===== config.mk =====
export PLATFORM = sky130hd
export DESIGN_NAME = chroni_line_scheduler
export DESIGN_NICKNAME = d
export VERILOG_FILES = /design/src/rtl/chroni_line_scheduler_pkg.sv /design/src/rtl/chroni_slot_timer.sv /design/src/rtl/chroni_line_scheduler.sv
export SDC_FILE = /design/constraint.sdc
export NUM_CORES = 1
export LEC_CHECK = 0
export BUFFER_PORTS_ARGS = -buffer_cell sky130_fd_sc_hd__buf_2
export CORE_UTILIZATION = 45
export DETAILED_ROUTE_END_ITERATION = 10
export GPL_TIMING_DRIVEN = 0
export PLACE_DENSITY = 0.68
export SYNTH_ARGS = -nofsm -noshare
export SYNTH_HDL_FRONTEND = slang
export SYNTH_SLANG_ARGS = --single-unit

===== constraint.sdc =====
create_clock -name sys_clk -period 5.95 [get_ports sys_clk]
set_clock_uncertainty 0.2 [all_clocks]
set_input_delay 1.19 -clock sys_clk [delete_from_list [all_inputs] [get_ports sys_clk]]
set_output_delay 1.19 -clock sys_clk [all_outputs]
set_load 0.05 [all_outputs]

===== src/rtl/chroni_line_scheduler_pkg.sv =====
// Shared types for the chroni scanline scheduler: FSM state encodings and
// scanlines-per-buffer constants for 1x and 2x pixel scaling.
package chroni_line_scheduler_pkg;

   typedef enum logic [2:0] {
      ST_IDLE  = 3'd0,
      ST_REQ   = 3'd1,
      ST_BUSY  = 3'd2,
      ST_WAIT  = 3'd3,
      ST_DRAIN = 3'd4
   } sched_state_t;

   localparam int SCALE_LINES_1X = 2;
   localparam int SCALE_LINES_2X = 4;

   // Phase value at which the next scanline_start closes a buffer slot.
   function automatic logic [1:0] slot_last(input logic scale);
      return scale ? 2'(SCALE_LINES_2X - 1) : 2'(SCALE_LINES_1X - 1);
   endfunction

endpackage


===== src/rtl/chroni_slot_timer.sv =====
// Counts scanline_start pulses modulo 2 or 4 and emits a one-cycle slot pulse
// each time the count wraps; held at phase 0 while disabled.
module chroni_slot_timer
   import chroni_line_scheduler_pkg::*;
(
   input  logic clk,
   input  logic reset,
   input  logic enable,
   input  logic scale,
   input  logic scanline_start,
   output logic slot
);

   logic [1:0] phase_reg;

   always_ff @(posedge clk) begin
      if (reset) begin
         phase_reg <= 2'd0;
         slot      <= 1'b0;
      end else begin
         slot <= 1'b0;
         if (!enable) begin
            phase_reg <= 2'd0;
         end else if (scanline_start) begin
            if (phase_reg == slot_last(scale)) begin
               phase_reg <= 2'd0;
               slot      <= 1'b1;
            end else begin
               phase_reg <= phase_reg + 2'd1;
            end
         end
      end
   end

endmodule


===== src/rtl/chroni_line_scheduler.sv =====
// Double-buffered scanline render sequencer for chroni video output.
// Define CHRONI_SCHED_STATS_EN to enable the per-frame saturating overrun counter.
module chroni_line_scheduler
   import chroni_line_scheduler_pkg::*;
#(
   parameter int LINE_WIDTH = 640,
   parameter int Y_W        = 9
) (
   input  logic           sys_clk,
   input  logic           reset,
   input  logic           frame_start,
   input  logic           render_start,
   input  logic           scanline_start,
   input  logic           mode_changed,
   input  logic           pixel_scale,
   input  logic [Y_W-1:0] cfg_lines,
   output logic           render_req,
   input  logic           render_ack,
   input  logic           render_done,
   output logic [Y_W-1:0] render_line,
   output logic           render_buffer,
   output logic [10:0]    render_base,
   output logic           frame_active,
   output logic           overrun,
   output logic [7:0]     stat_overruns
);

   sched_state_t   state_reg;
   logic [Y_W-1:0] line_idx_reg;
   logic [Y_W-1:0] lines_reg;
   logic           scale_reg;
   logic           token_reg;
   logic           pend_reg;
   logic           render_req_reg;
   logic           frame_active_reg;
   logic           overrun_reg;

   logic           slot;
   logic           start_now;
   logic           abort;
   logic           late;
   logic           last_line;
   logic [Y_W-1:0] line_idx_next;

   chroni_slot_timer u_slot_timer (
      .clk            (sys_clk),
      .reset          (reset | start_now),
      .enable         (frame_active_reg),
      .scale          (scale_reg),
      .scanline_start (scanline_start),
      .slot           (slot)
   );

   always_comb begin
      line_idx_next = line_idx_reg + Y_W'(1);
      last_line     = (line_idx_next == lines_reg);
      abort         = mode_changed | (render_start & (cfg_lines == '0));
      start_now     = 1'b0;
      // A restart may begin at once unless a render is still in flight.
      if (render_start && !abort) begin
         case (state_reg)
            ST_IDLE, ST_WAIT:  start_now = 1'b1;
            ST_REQ:            start_now = !(render_req_reg && render_ack);
            ST_BUSY, ST_DRAIN: start_now = render_done;
            default:           start_now = 1'b0;
         endcase
      end
      if (!abort && state_reg == ST_DRAIN && pend_reg && render_done)
         start_now = 1'b1;
      // The two prefill lines never count as late.
      late = (line_idx_reg >= Y_W'(2)) &&
             ((state_reg == ST_REQ) || (state_reg == ST_BUSY && !render_done));
   end

   always_ff @(posedge sys_clk) begin
      if (reset) begin
         state_reg        <= ST_IDLE;
         line_idx_reg     <= '0;
         lines_reg        <= '0;
         scale_reg        <= 1'b0;
         token_reg        <= 1'b0;
         pend_reg         <= 1'b0;
         render_req_reg   <= 1'b0;
         frame_active_reg <= 1'b0;
         overrun_reg      <= 1'b0;
      end else begin
         overrun_reg <= slot & (token_reg | late) & !start_now & !abort;
         if (start_now) begin
            state_reg        <= ST_REQ;
            render_req_reg   <= 1'b1;
            line_idx_reg     <= '0;
            lines_reg        <= cfg_lines;
            scale_reg        <= pixel_scale;
            token_reg        <= 1'b0;
            pend_reg         <= 1'b0;
            frame_active_reg <= 1'b1;
         end else if (abort) begin
            render_req_reg   <= 1'b0;
            frame_active_reg <= 1'b0;
            pend_reg         <= 1'b0;
            token_reg        <= 1'b0;
            case (state_reg)
               ST_REQ:            state_reg <= (render_req_reg && render_ack) ? ST_DRAIN : ST_IDLE;
               ST_BUSY, ST_DRAIN: state_reg <= render_done ? ST_IDLE : ST_DRAIN;
               default:           state_reg <= ST_IDLE;
            endcase
         end else if (render_start) begin
            // Renderer still owns a buffer: let it finish, then restart.
            render_req_reg   <= 1'b0;
            pend_reg         <= 1'b1;
            lines_reg        <= cfg_lines;
            scale_reg        <= pixel_scale;
            frame_active_reg <= 1'b1;
            state_reg        <= ST_DRAIN;
         end else begin
            case (state_reg)
               ST_REQ: begin
                  if (render_req_reg && render_ack) begin
                     render_req_reg <= 1'b0;
                     state_reg      <= ST_BUSY;
                  end
               end
               ST_BUSY: begin
                  if (render_done) begin
                     if (last_line) begin
                        state_reg        <= ST_IDLE;
                        frame_active_reg <= 1'b0;
                     end else begin
                        line_idx_reg <= line_idx_next;
                        if (line_idx_next == Y_W'(1)) begin
                           state_reg      <= ST_REQ;
                           render_req_reg <= 1'b1;
                        end else begin
                           state_reg <= ST_WAIT;
                        end
                     end
                  end
               end
               ST_WAIT: begin
                  if (token_reg) begin
                     token_reg      <= 1'b0;
                     state_reg      <= ST_REQ;
                     render_req_reg <= 1'b1;
                  end
               end
               ST_DRAIN: begin
                  if (render_done) begin
                     state_reg        <= ST_IDLE;
                     frame_active_reg <= 1'b0;
                  end
               end
               default: ;
            endcase
            if (slot)
               token_reg <= 1'b1;
         end
      end
   end

   assign render_req    = render_req_reg;
   assign render_line   = line_idx_reg;
   assign render_buffer = line_idx_reg[0];
   assign render_base   = line_idx_reg[0] ? 11'(LINE_WIDTH) : 11'd0;
   assign frame_active  = frame_active_reg;
   assign overrun       = overrun_reg;

`ifdef CHRONI_SCHED_STATS_EN
   logic [7:0] stat_reg;

   always_ff @(posedge sys_clk) begin
      if (reset || frame_start) begin
         stat_reg <= 8'd0;
      end else if (overrun_reg && stat_reg != 8'hFF) begin
         stat_reg <= stat_reg + 8'd1;
      end
   end

   assign stat_overruns = stat_reg;
`else
   logic unused_frame_start;
   assign unused_frame_start = frame_start;
   assign stat_overruns      = 8'd0;
`endif

endmodule


==> impl_results.html, run 1 <==
<table>
<tr><th>Metric</th><th>Value</th></tr>
<tr><th colspan="2">Clock network</th></tr>
<tr><td>Root Driver</td><td>clkbuf_8</td></tr>
<tr><td>Number of buffers inserted during clock tree synthesis</td><td>5</td></tr>
<tr><td>Number of clock sinks</td><td>30</td></tr>
<tr><td>CTS tree</td><td>yes</td></tr>
<tr><td>CTS Hold Bufs</td><td>0</td></tr>
<tr><td>Clock transition time at the flip-flop clock pins of the worst setup and hold paths</td><td>0.06 ns</td></tr>
<tr><td>Post-CTS setup buffer count</td><td>0</td></tr>
<tr><td>Count of cells resized by post-cts repair</td><td>0</td></tr>
<tr><td>Level count of the clock H-tree</td><td>2</td></tr>
<tr><td>Clk_lat worst skew</td><td>0.29 ns</td></tr>
<tr><td>Largest buffer count on any clock path</td><td>2</td></tr>
<tr><th colspan="2">Run</th></tr>
<tr><td>Count of max-cap constraint violations</td><td>0</td></tr>
<tr><th colspan="2">Power</th></tr>
<tr><td>Sequential Power Share</td><td>44.2%</td></tr>
<tr><td>Part of the total power dissipated in the clock network</td><td>36.4%</td></tr>
<tr><td>Lkg Pwr</td><td>1.12 nW</td></tr>
<tr><td>Pwr/cell area</td><td>181 mW/mm²</td></tr>
<tr><td>Largest voltage drop on the vdd net</td><td>0.122 mV</td></tr>
<tr><td>Power dissipated by switching net loads</td><td>0.148 mW</td></tr>
<tr><td>Cell-internal power</td><td>0.331 mW</td></tr>
<tr><td>Switching power share of the total</td><td>30.8%</td></tr>
<tr><td>Logic gate share of total power</td><td>19.4%</td></tr>
<tr><th colspan="2">Route</th></tr>
<tr><td>WL per Instance</td><td>13.5 µm</td></tr>
<tr><td>Total iterations of the first detailed-routing run</td><td>4</td></tr>
<tr><td>DR vias</td><td>2154</td></tr>
<tr><td>Routed Wire Length</td><td>5410 µm</td></tr>
<tr><td>Final antenna-violating net count</td><td>0</td></tr>
<tr><td>Vias per cell</td><td>5.39</td></tr>
<tr><td>Drt initial violations</td><td>150</td></tr>
<tr><td>Number of remaining DRC errors</td><td>0</td></tr>
<tr><th colspan="2">GRT</th></tr>
<tr><td>Largest net degree at the start of global routing</td><td>12</td></tr>
<tr><td>Vias in the first global route</td><td>1891</td></tr>
<tr><td>Aggregate global routing overflow</td><td>0</td></tr>
<tr><td>Wire length of the first global-routing pass</td><td>8990 µm</td></tr>
<tr><td>Global routing usage summed across all routing layers</td><td>22.1%</td></tr>
<tr><td>Initial antenna violation count</td><td>0</td></tr>
<tr><th colspan="2">STA</th></tr>
<tr><td>Worst relative slew slack</td><td>54.7%</td></tr>
<tr><td>Final-report hold violation count</td><td>0</td></tr>
<tr><td>Fmax</td><td>0.309 GHz</td></tr>
<tr><td>Count of final max-slew check failures</td><td>0</td></tr>
<tr><td>Crit path time final</td><td>3.23 ns</td></tr>
<tr><td>Post-route setup TNS</td><td>0 ns</td></tr>
<tr><td>Actual slew at the worst max-slew pin</td><td>0.673 ns</td></tr>
<tr><td>Post-route clock period utilization</td><td>54.3%</td></tr>
<tr><td>Unrepaired setup endpoints after global routing</td><td>false</td></tr>
<tr><td>Count of final setup violators</td><td>0</td></tr>
<tr><th colspan="2">Yosys</th></tr>
<tr><td>Most frequently used flop master after synthesis</td><td>dfxtp_1</td></tr>
<tr><td>Number of synthesized flops with an enable pin</td><td>0</td></tr>
<tr><td>Cells after synthesis</td><td>278</td></tr>
<tr><td>Total of warnings raised by yosys</td><td>0</td></tr>
<tr><td>Fraction of synthesis flops using an asynchronous set or reset pin</td><td>0%</td></tr>
<tr><td>Share of synthesized area occupied by flip-flops and latches</td><td>26.5%</td></tr>
<tr><td>Seq cells post-synth</td><td>30</td></tr>
<tr><td>Netlist area before placement</td><td>0.00226 mm²</td></tr>
<tr><td>Mean instance size in the synthesized netlist</td><td>8.14 µm²</td></tr>
<tr><td>Netlist cell types</td><td>61</td></tr>
<tr><th colspan="2">Critical path</th></tr>
<tr><td>Biggest fanout along the worst timing path</td><td>8</td></tr>
<tr><td>Reg-to-reg critical path startpoint</td><td>render_line[0]</td></tr>
<tr><td>Kind of critical path</td><td>in -&gt; reg</td></tr>
<tr><td>Buf+Inv Stages, Crit Path</td><td>2</td></tr>
<tr><td>Setup crit start</td><td>render_start</td></tr>
<tr><td>Ordered list of cells on the worst path</td><td>buf_2 &gt; or4b_1 &gt; buf_2 &gt; nor3_4 &gt; o41ai_1 &gt; a2bb2oi_2 &gt; a211oi_1 &gt; mux2i_1</td></tr>
<tr><td>Kind of start point of the critical path</td><td>input pin</td></tr>
<tr><td>Endpoint required time on the critical path</td><td>5.96 ns</td></tr>
<tr><td>CP arrival</td><td>3.24 ns</td></tr>
<tr><td>Stage delay of the slowest cell on the critical path</td><td>0.50 ns</td></tr>
<tr><td>Cell type of the slowest stage on the worst timing path</td><td>or4b_1</td></tr>
<tr><td>Most Frequent Cell on Critical Path</td><td>buf_2</td></tr>
<tr><td>CP endpoint kind</td><td>flop</td></tr>
<tr><td>Top Family by Delay on Critical Path</td><td>simple AND/OR/NAND/NOR gates</td></tr>
<tr><th colspan="2">Place</th></tr>
<tr><td>Cell count after placement</td><td>392</td></tr>
<tr><td>Routability Congestion</td><td>0.892</td></tr>
<tr><td>HPWL Detailed</td><td>4130 µm</td></tr>
<tr><td>Input/output buffers</td><td>31</td></tr>
<tr><th colspan="2">Finish</th></tr>
<tr><td>Number of diodes added for antenna fixing</td><td>0</td></tr>
<tr><td>Signed area change from the synthesized netlist to the final layout</td><td>17.3%</td></tr>
<tr><td>Layout cell share with drive strength beyond 1</td><td>24.0%</td></tr>
<tr><td>Count of non-filler cells in the finished layout</td><td>400</td></tr>
<tr><td>Number of nets in the layout</td><td>353</td></tr>
<tr><td>Filler Cell Count</td><td>474</td></tr>
<tr><th colspan="2">Die</th></tr>
<tr><td>Total core area</td><td>0.00479 mm²</td></tr>
<tr><td>Horizontal die dimension</td><td>72.9 µm</td></tr>
<tr><td>Area of the die</td><td>0.00531 mm²</td></tr>
<tr><td>Overall die height</td><td>72.9 µm</td></tr>
<tr><td>I/O Pins</td><td>50</td></tr>
<tr><td>Starting Density</td><td>47.3%</td></tr>
<tr><td>Std-Cell Rows</td><td>25</td></tr>
<tr><th colspan="2">Hold path</th></tr>
<tr><td>Hold path start</td><td>u_slot_timer.slot</td></tr>
<tr><td>Worst hold path type</td><td>reg -&gt; reg</td></tr>
<tr><th colspan="2">Outcome</th></tr>
<tr><td>Result of the run</td><td>completed</td></tr>
</table>
[routing by layer]
layer | GRT usage [%] | up-vias | share of wire [%]
met4 | 6.54 | 0 | 0.68
met2 | 34.5 | 81 | 45
met1 | 30.9 | 990 | 49
met5 | 0 | - | 0
met3 | 4.28 | 4 | 5.7
li1 | - | 1079 | -
[layout by cell type, fill, tap and decap left out, types with 7 or more instances in the layout]
cell type,n
buf_2,35
nor2_1,30
dfxtp_1,30
nand2_1,21
buf_4,20
conb_1,17
a21oi_1,15
mux2i_1,15
nand2b_1,14
inv_1,9
xor2_1,8
nor4_1,7
[synthesized netlist by cell type (5+ instances only)]
cell type | instances | area share, %
nor2_1 | 30 | 5.0
o21ai_0 | 5 | 1.1
nor4_1 | 7 | 1.9
xor2_1 | 8 | 3.1
o211ai_1 | 5 | 1.7
mux2i_1 | 15 | 6.6
nand2b_1 | 14 | 3.9
dfxtp_1 | 30 | 27
a21oi_1 | 15 | 3.3
xnor2_1 | 5 | 1.9
a211oi_1 | 6 | 2.0
inv_1 | 9 | 1.5
buf_6 | 5 | 2.5
buf_4 | 20 | 6.6
nor3_1 | 6 | 1.3
nand2_1 | 21 | 3.5
[stage by stage]
| step | total power, mW | hold WS (ns) | setup WS [ns] | instance area, µm² | utilization [%] |
|---|---|---|---|---|---|
| 2_1_floorplan | 0.289 | 0.229 | 2.74 | 2320 | - |
| 3_3_place_gp | 0.307 | 0.253 | 2.43 | 2560 | 53.5 |
| 3_5_place_dp | 0.308 | 0.260 | 2.42 | 2560 | 53.5 |
| 4_1_cts | 0.485 | 0.271 | 2.72 | 2650 | 55.4 |
| 5_1_grt | 0.501 | 0.312 | 2.56 | 2650 | 55.4 |
| 6_report | 0.479 | 0.266 | 2.72 | 2650 | 55.4 |
[cells by family after synthesis]
group | count (synthesis) | synth area share, %
fa+ha+maj | 3 | 1.66
mux | 16 | 7.13
other cells | 1 | 0.166
compound gates | 61 | 20.2
xor+xnor | 13 | 5.03
flops | 30 | 26.5
simple gates | 109 | 26.5
buf+inv | 45 | 12.7
[power groups by stage]
stage / Combinational [mW] / Sequential [mW] / Clock [mW]
2_1_floorplan: 0.0715 / 0.218 / 0
3_5_place_dp: 0.0921 / 0.216 / 0
5_1_grt: 0.101 / 0.212 / 0.187
3_3_place_gp: 0.0912 / 0.216 / 0
4_1_cts: 0.0923 / 0.212 / 0.181
6_report: 0.0928 / 0.212 / 0.174
[area by class of cell]
| class | instances | area, µm² | share of cell area [%] |
|---|---|---|---|
| multi-input combinational | 219 | 1440 | 54.1 |
| sequential | 30 | 601 | 22.6 |
| buffer | 36 | 253 | 9.53 |
| timing repair buffer | 31 | 155 | 5.85 |
| clock buffer | 7 | 86.3 | 3.25 |
| tap | 67 | 83.8 | 3.16 |
| inverter | 9 | 33.8 | 1.27 |
| clock inverter | 1 | 5.00 | 0.189 |
[worst min-delay path: stages (launching register included)]
cell and delay [ns]:
dfxtp_1 0.31, o21ai_0 0.07, nor2_1 0.04
[final timing paths]
kind / end / slack (ns) / depth (start not counted)
worst max-delay path: render_line[5] / 2.72 / 8
worst min-delay path: overrun / 0.27 / 2
worst max register to register: state_reg[0] / 2.91 / 7
worst min register to register: overrun / 0.27 / 2
Note: power is estimated with default switching activity, not from simulation.
==> run 2, diff against run 1 <==
Settings changed: PLACE_DENSITY 0.68 to 0.71.
Clock period 5.95 ns to 2.8 ns, I/O delays scaled along.
==> run 2 against run 1 <==
  * Sequential power grew 110%
  * Clock power increased by 120%
  * Hold slack gained 0.0039 ns
  * Die area unchanged
==> impl_results.html, run 2 (synthesized netlist as in run 1, its figures left out) <==
<table>
<tr><th>Metric</th><th>Value</th></tr>
<tr><th colspan="2">Outcome</th></tr>
<tr><td>Result of the run</td><td>completed</td></tr>
<tr><th colspan="2">STA</th></tr>
<tr><td>Fmax</td><td>0.369 GHz</td></tr>
<tr><td>Post-route setup slack</td><td>0.0901 ns (-2.63 ns)</td></tr>
<tr><td>Final-report hold violation count</td><td>0 (unchanged)</td></tr>
<tr><td>Post-route clock period utilization</td><td>96.8%</td></tr>
<tr><td>Count of final max-slew check failures</td><td>0 (unchanged)</td></tr>
<tr><td>Worst relative slew slack</td><td>53.5% (-1.1 points)</td></tr>
<tr><td>Count of final setup violators</td><td>0 (unchanged)</td></tr>
<tr><td>Actual slew at the worst max-slew pin</td><td>0.690 ns (+0.0166 ns)</td></tr>
<tr><td>Crit path time final</td><td>2.71 ns</td></tr>
<tr><th colspan="2">Place</th></tr>
<tr><td>Routability Congestion</td><td>0.868 (-2.7%)</td></tr>
<tr><td>Input/output buffers</td><td>31 (unchanged)</td></tr>
<tr><td>HPWL Detailed</td><td>4170 µm (+0.95%)</td></tr>
<tr><td>Total placed instance area</td><td>0.00257 mm² (+0.29%)</td></tr>
<tr><td>Placement Setup Slack</td><td>-0.103 ns (-2.52 ns)</td></tr>
<tr><th colspan="2">GRT</th></tr>
<tr><td>Aggregate global routing overflow</td><td>0 (unchanged)</td></tr>
<tr><td>Global routing usage summed across all routing layers</td><td>22.3% (+0.20 points)</td></tr>
<tr><td>Vias in the first global route</td><td>1866 (-1.3%)</td></tr>
<tr><td>Wire length of the first global-routing pass</td><td>8980 µm (about the same)</td></tr>
<tr><td>Largest net degree at the start of global routing</td><td>12 (unchanged)</td></tr>
<tr><td>Initial antenna violation count</td><td>0 (unchanged)</td></tr>
<tr><th colspan="2">Critical path</th></tr>
<tr><td>Biggest fanout along the worst timing path</td><td>9 (+1)</td></tr>
<tr><td>Flop-to-flop setup slack</td><td>0.09 ns (-2.82 ns)</td></tr>
<tr><td>Endpoint required time on the critical path</td><td>2.74 ns (-3.22 ns)</td></tr>
<tr><td>Reg-to-reg critical path startpoint</td><td>render_line[1]</td></tr>
<tr><td>CP endpoint kind</td><td>flop</td></tr>
<tr><td>Kind of start point of the critical path</td><td>flop</td></tr>
<tr><td>Worst reg2reg path endpoint</td><td>render_line[1]</td></tr>
<tr><td>Setup crit start</td><td>render_line[1]</td></tr>
<tr><td>CP arrival</td><td>2.65 ns (-0.59 ns)</td></tr>
<tr><td>Kind of critical path</td><td>reg -&gt; reg</td></tr>
<tr><td>Worst R2R Path Depth</td><td>7 (unchanged)</td></tr>
<tr><td>Critical Path Sink</td><td>render_line[1]</td></tr>
<tr><th colspan="2">Route</th></tr>
<tr><td>Number of remaining DRC errors</td><td>0 (unchanged)</td></tr>
<tr><td>WL per Instance</td><td>13.6 µm (+0.73%)</td></tr>
<tr><td>Routed Wire Length</td><td>5500 µm (+1.7%)</td></tr>
<tr><td>Vias per cell</td><td>5.28 (-2.0%)</td></tr>
<tr><td>Final antenna-violating net count</td><td>0 (unchanged)</td></tr>
<tr><td>DR vias</td><td>2133 (-0.97%)</td></tr>
<tr><td>Drt initial violations</td><td>172 (+15%)</td></tr>
<tr><td>Total iterations of the first detailed-routing run</td><td>4 (unchanged)</td></tr>
<tr><th colspan="2">Power</th></tr>
<tr><td>Final total power</td><td>1.02 mW (+110%)</td></tr>
<tr><td>Lkg Pwr</td><td>1.14 nW (+2.0%)</td></tr>
<tr><td>Largest voltage drop on the vdd net</td><td>0.291 mV (+140%)</td></tr>
<tr><td>Pwr/cell area</td><td>376 mW/mm² (+110%)</td></tr>
<tr><th colspan="2">Die</th></tr>
<tr><td>Total core area</td><td>0.00479 mm² (unchanged)</td></tr>
<tr><td>Starting Density</td><td>47.3% (unchanged)</td></tr>
<tr><td>Area of the die</td><td>0.00531 mm² (unchanged)</td></tr>
<tr><td>Overall die height</td><td>72.9 µm (unchanged)</td></tr>
<tr><td>Horizontal die dimension</td><td>72.9 µm (unchanged)</td></tr>
<tr><td>I/O Pins</td><td>50 (unchanged)</td></tr>
<tr><td>Std-Cell Rows</td><td>25 (unchanged)</td></tr>
<tr><th colspan="2">Clock network</th></tr>
<tr><td>Number of clock sinks</td><td>30 (unchanged)</td></tr>
<tr><td>Clk_lat worst skew</td><td>0.29 ns (about the same)</td></tr>
<tr><td>Root Driver</td><td>clkbuf_8</td></tr>
<tr><td>Number of buffers inserted during clock tree synthesis</td><td>5 (unchanged)</td></tr>
<tr><td>Clock transition time at the flip-flop clock pins of the worst setup and hold paths</td><td>0.07 ns (about the same)</td></tr>
<tr><td>CTS Hold Bufs</td><td>0 (unchanged)</td></tr>
<tr><td>Level count of the clock H-tree</td><td>2 (unchanged)</td></tr>
<tr><td>CTS tree</td><td>yes</td></tr>
<tr><td>Largest buffer count on any clock path</td><td>2 (unchanged)</td></tr>
<tr><th colspan="2">Finish</th></tr>
<tr><td>Non-Filler Cell Area, Final</td><td>0.00272 mm² (+2.5%)</td></tr>
<tr><td>Most frequent cells in the layout</td><td>35 x buf_2, 30 x nor2_1, 28 x dfxtp_1</td></tr>
<tr><td>Most common cell after layout, fill and taps aside</td><td>buf_2</td></tr>
<tr><td>Number of diodes added for antenna fixing</td><td>0 (unchanged)</td></tr>
<tr><td>Signed area change from the synthesized netlist to the final layout</td><td>20.2%</td></tr>
<tr><td>Number of nets in the layout</td><td>357 (+1.1%)</td></tr>
<tr><td>Layout cell share with drive strength beyond 1</td><td>25.8% (+1.8 points)</td></tr>
<tr><th colspan="2">Run</th></tr>
<tr><td>Count of max-cap constraint violations</td><td>0 (unchanged)</td></tr>
<tr><th colspan="2">Hold path</th></tr>
<tr><td>Worst hold path type</td><td>reg -&gt; reg</td></tr>
</table>
[run 2: changes by cell type in the layout (fill, tap and decap cells not counted), sizes merged]
cell,before,now
buf,63,67
[run 2: worst max-delay path: stages (launching register included)]
cell      delay (ns)
dfxtp_4         0.41
ha_4            0.19
nand3_4         0.11
a311o_1         0.29
a311o_1         0.41
or4_4           0.61
o211ai_1        0.24
a21oi_1         0.09
[run 2: layout make-up]
type	instances	area, µm²
repair buffers	35	185
plain buffers	36	253
inverters	9	33.8
clock inverters	1	5.00
well taps	67	83.8
flip-flops and latches	30	608
multi-input cells	219	1460
clock buffers	7	86.3
fillers	478	2070
[run 2: per-layer routing]
metal / GRT usage, % / share of wire, %
met2: 34.1 / 44
met3: 3.45 / 7.0
met4: 8.50 / 2.4
met5: 0 / 0
met1: 31.6 / 47
[run 2: metrics by stage]
step	hold slack, ns	util (%)	std cells	TNS [ns]
after floorplan	0.229	-	294	0
after global placement	0.252	53.7	392	-0.135
after detailed placement	0.263	53.7	392	-0.266
after CTS	0.277	55.6	400	0
after global routing	0.320	56.8	404	-0.0149
final	0.270	56.8	404	0
[run 2: report_power, final]
part	switching [mW]	internal, mW	leakage [nW]	total, mW
Clock	0.177	0.198	0.0482	0.376
Sequential	0.0110	0.437	0.245	0.448
Combinational	0.132	0.0670	0.850	0.199
Total	0.320	0.702	1.14	1.02
[run 2: worst min path at each step]
stage,from,to,slack [ns],cells after the start
floorplan,u_slot_timer.slot,overrun,0.23,2
global placement,pend_reg,pend_reg,0.25,2
detailed placement,pend_reg,pend_reg,0.26,2
CTS,u_slot_timer.slot,overrun,0.28,2
global route,u_slot_timer.slot,token_reg,0.32,2
finish,pend_reg,pend_reg,0.27,2
[run 2: repair_timing]
item,4_1_cts,5_1_grt
resized for setup,1,3
cloned,0,0
pin swaps,0,3
setup endpoints to repair,2,5
buffers inserted,0,4
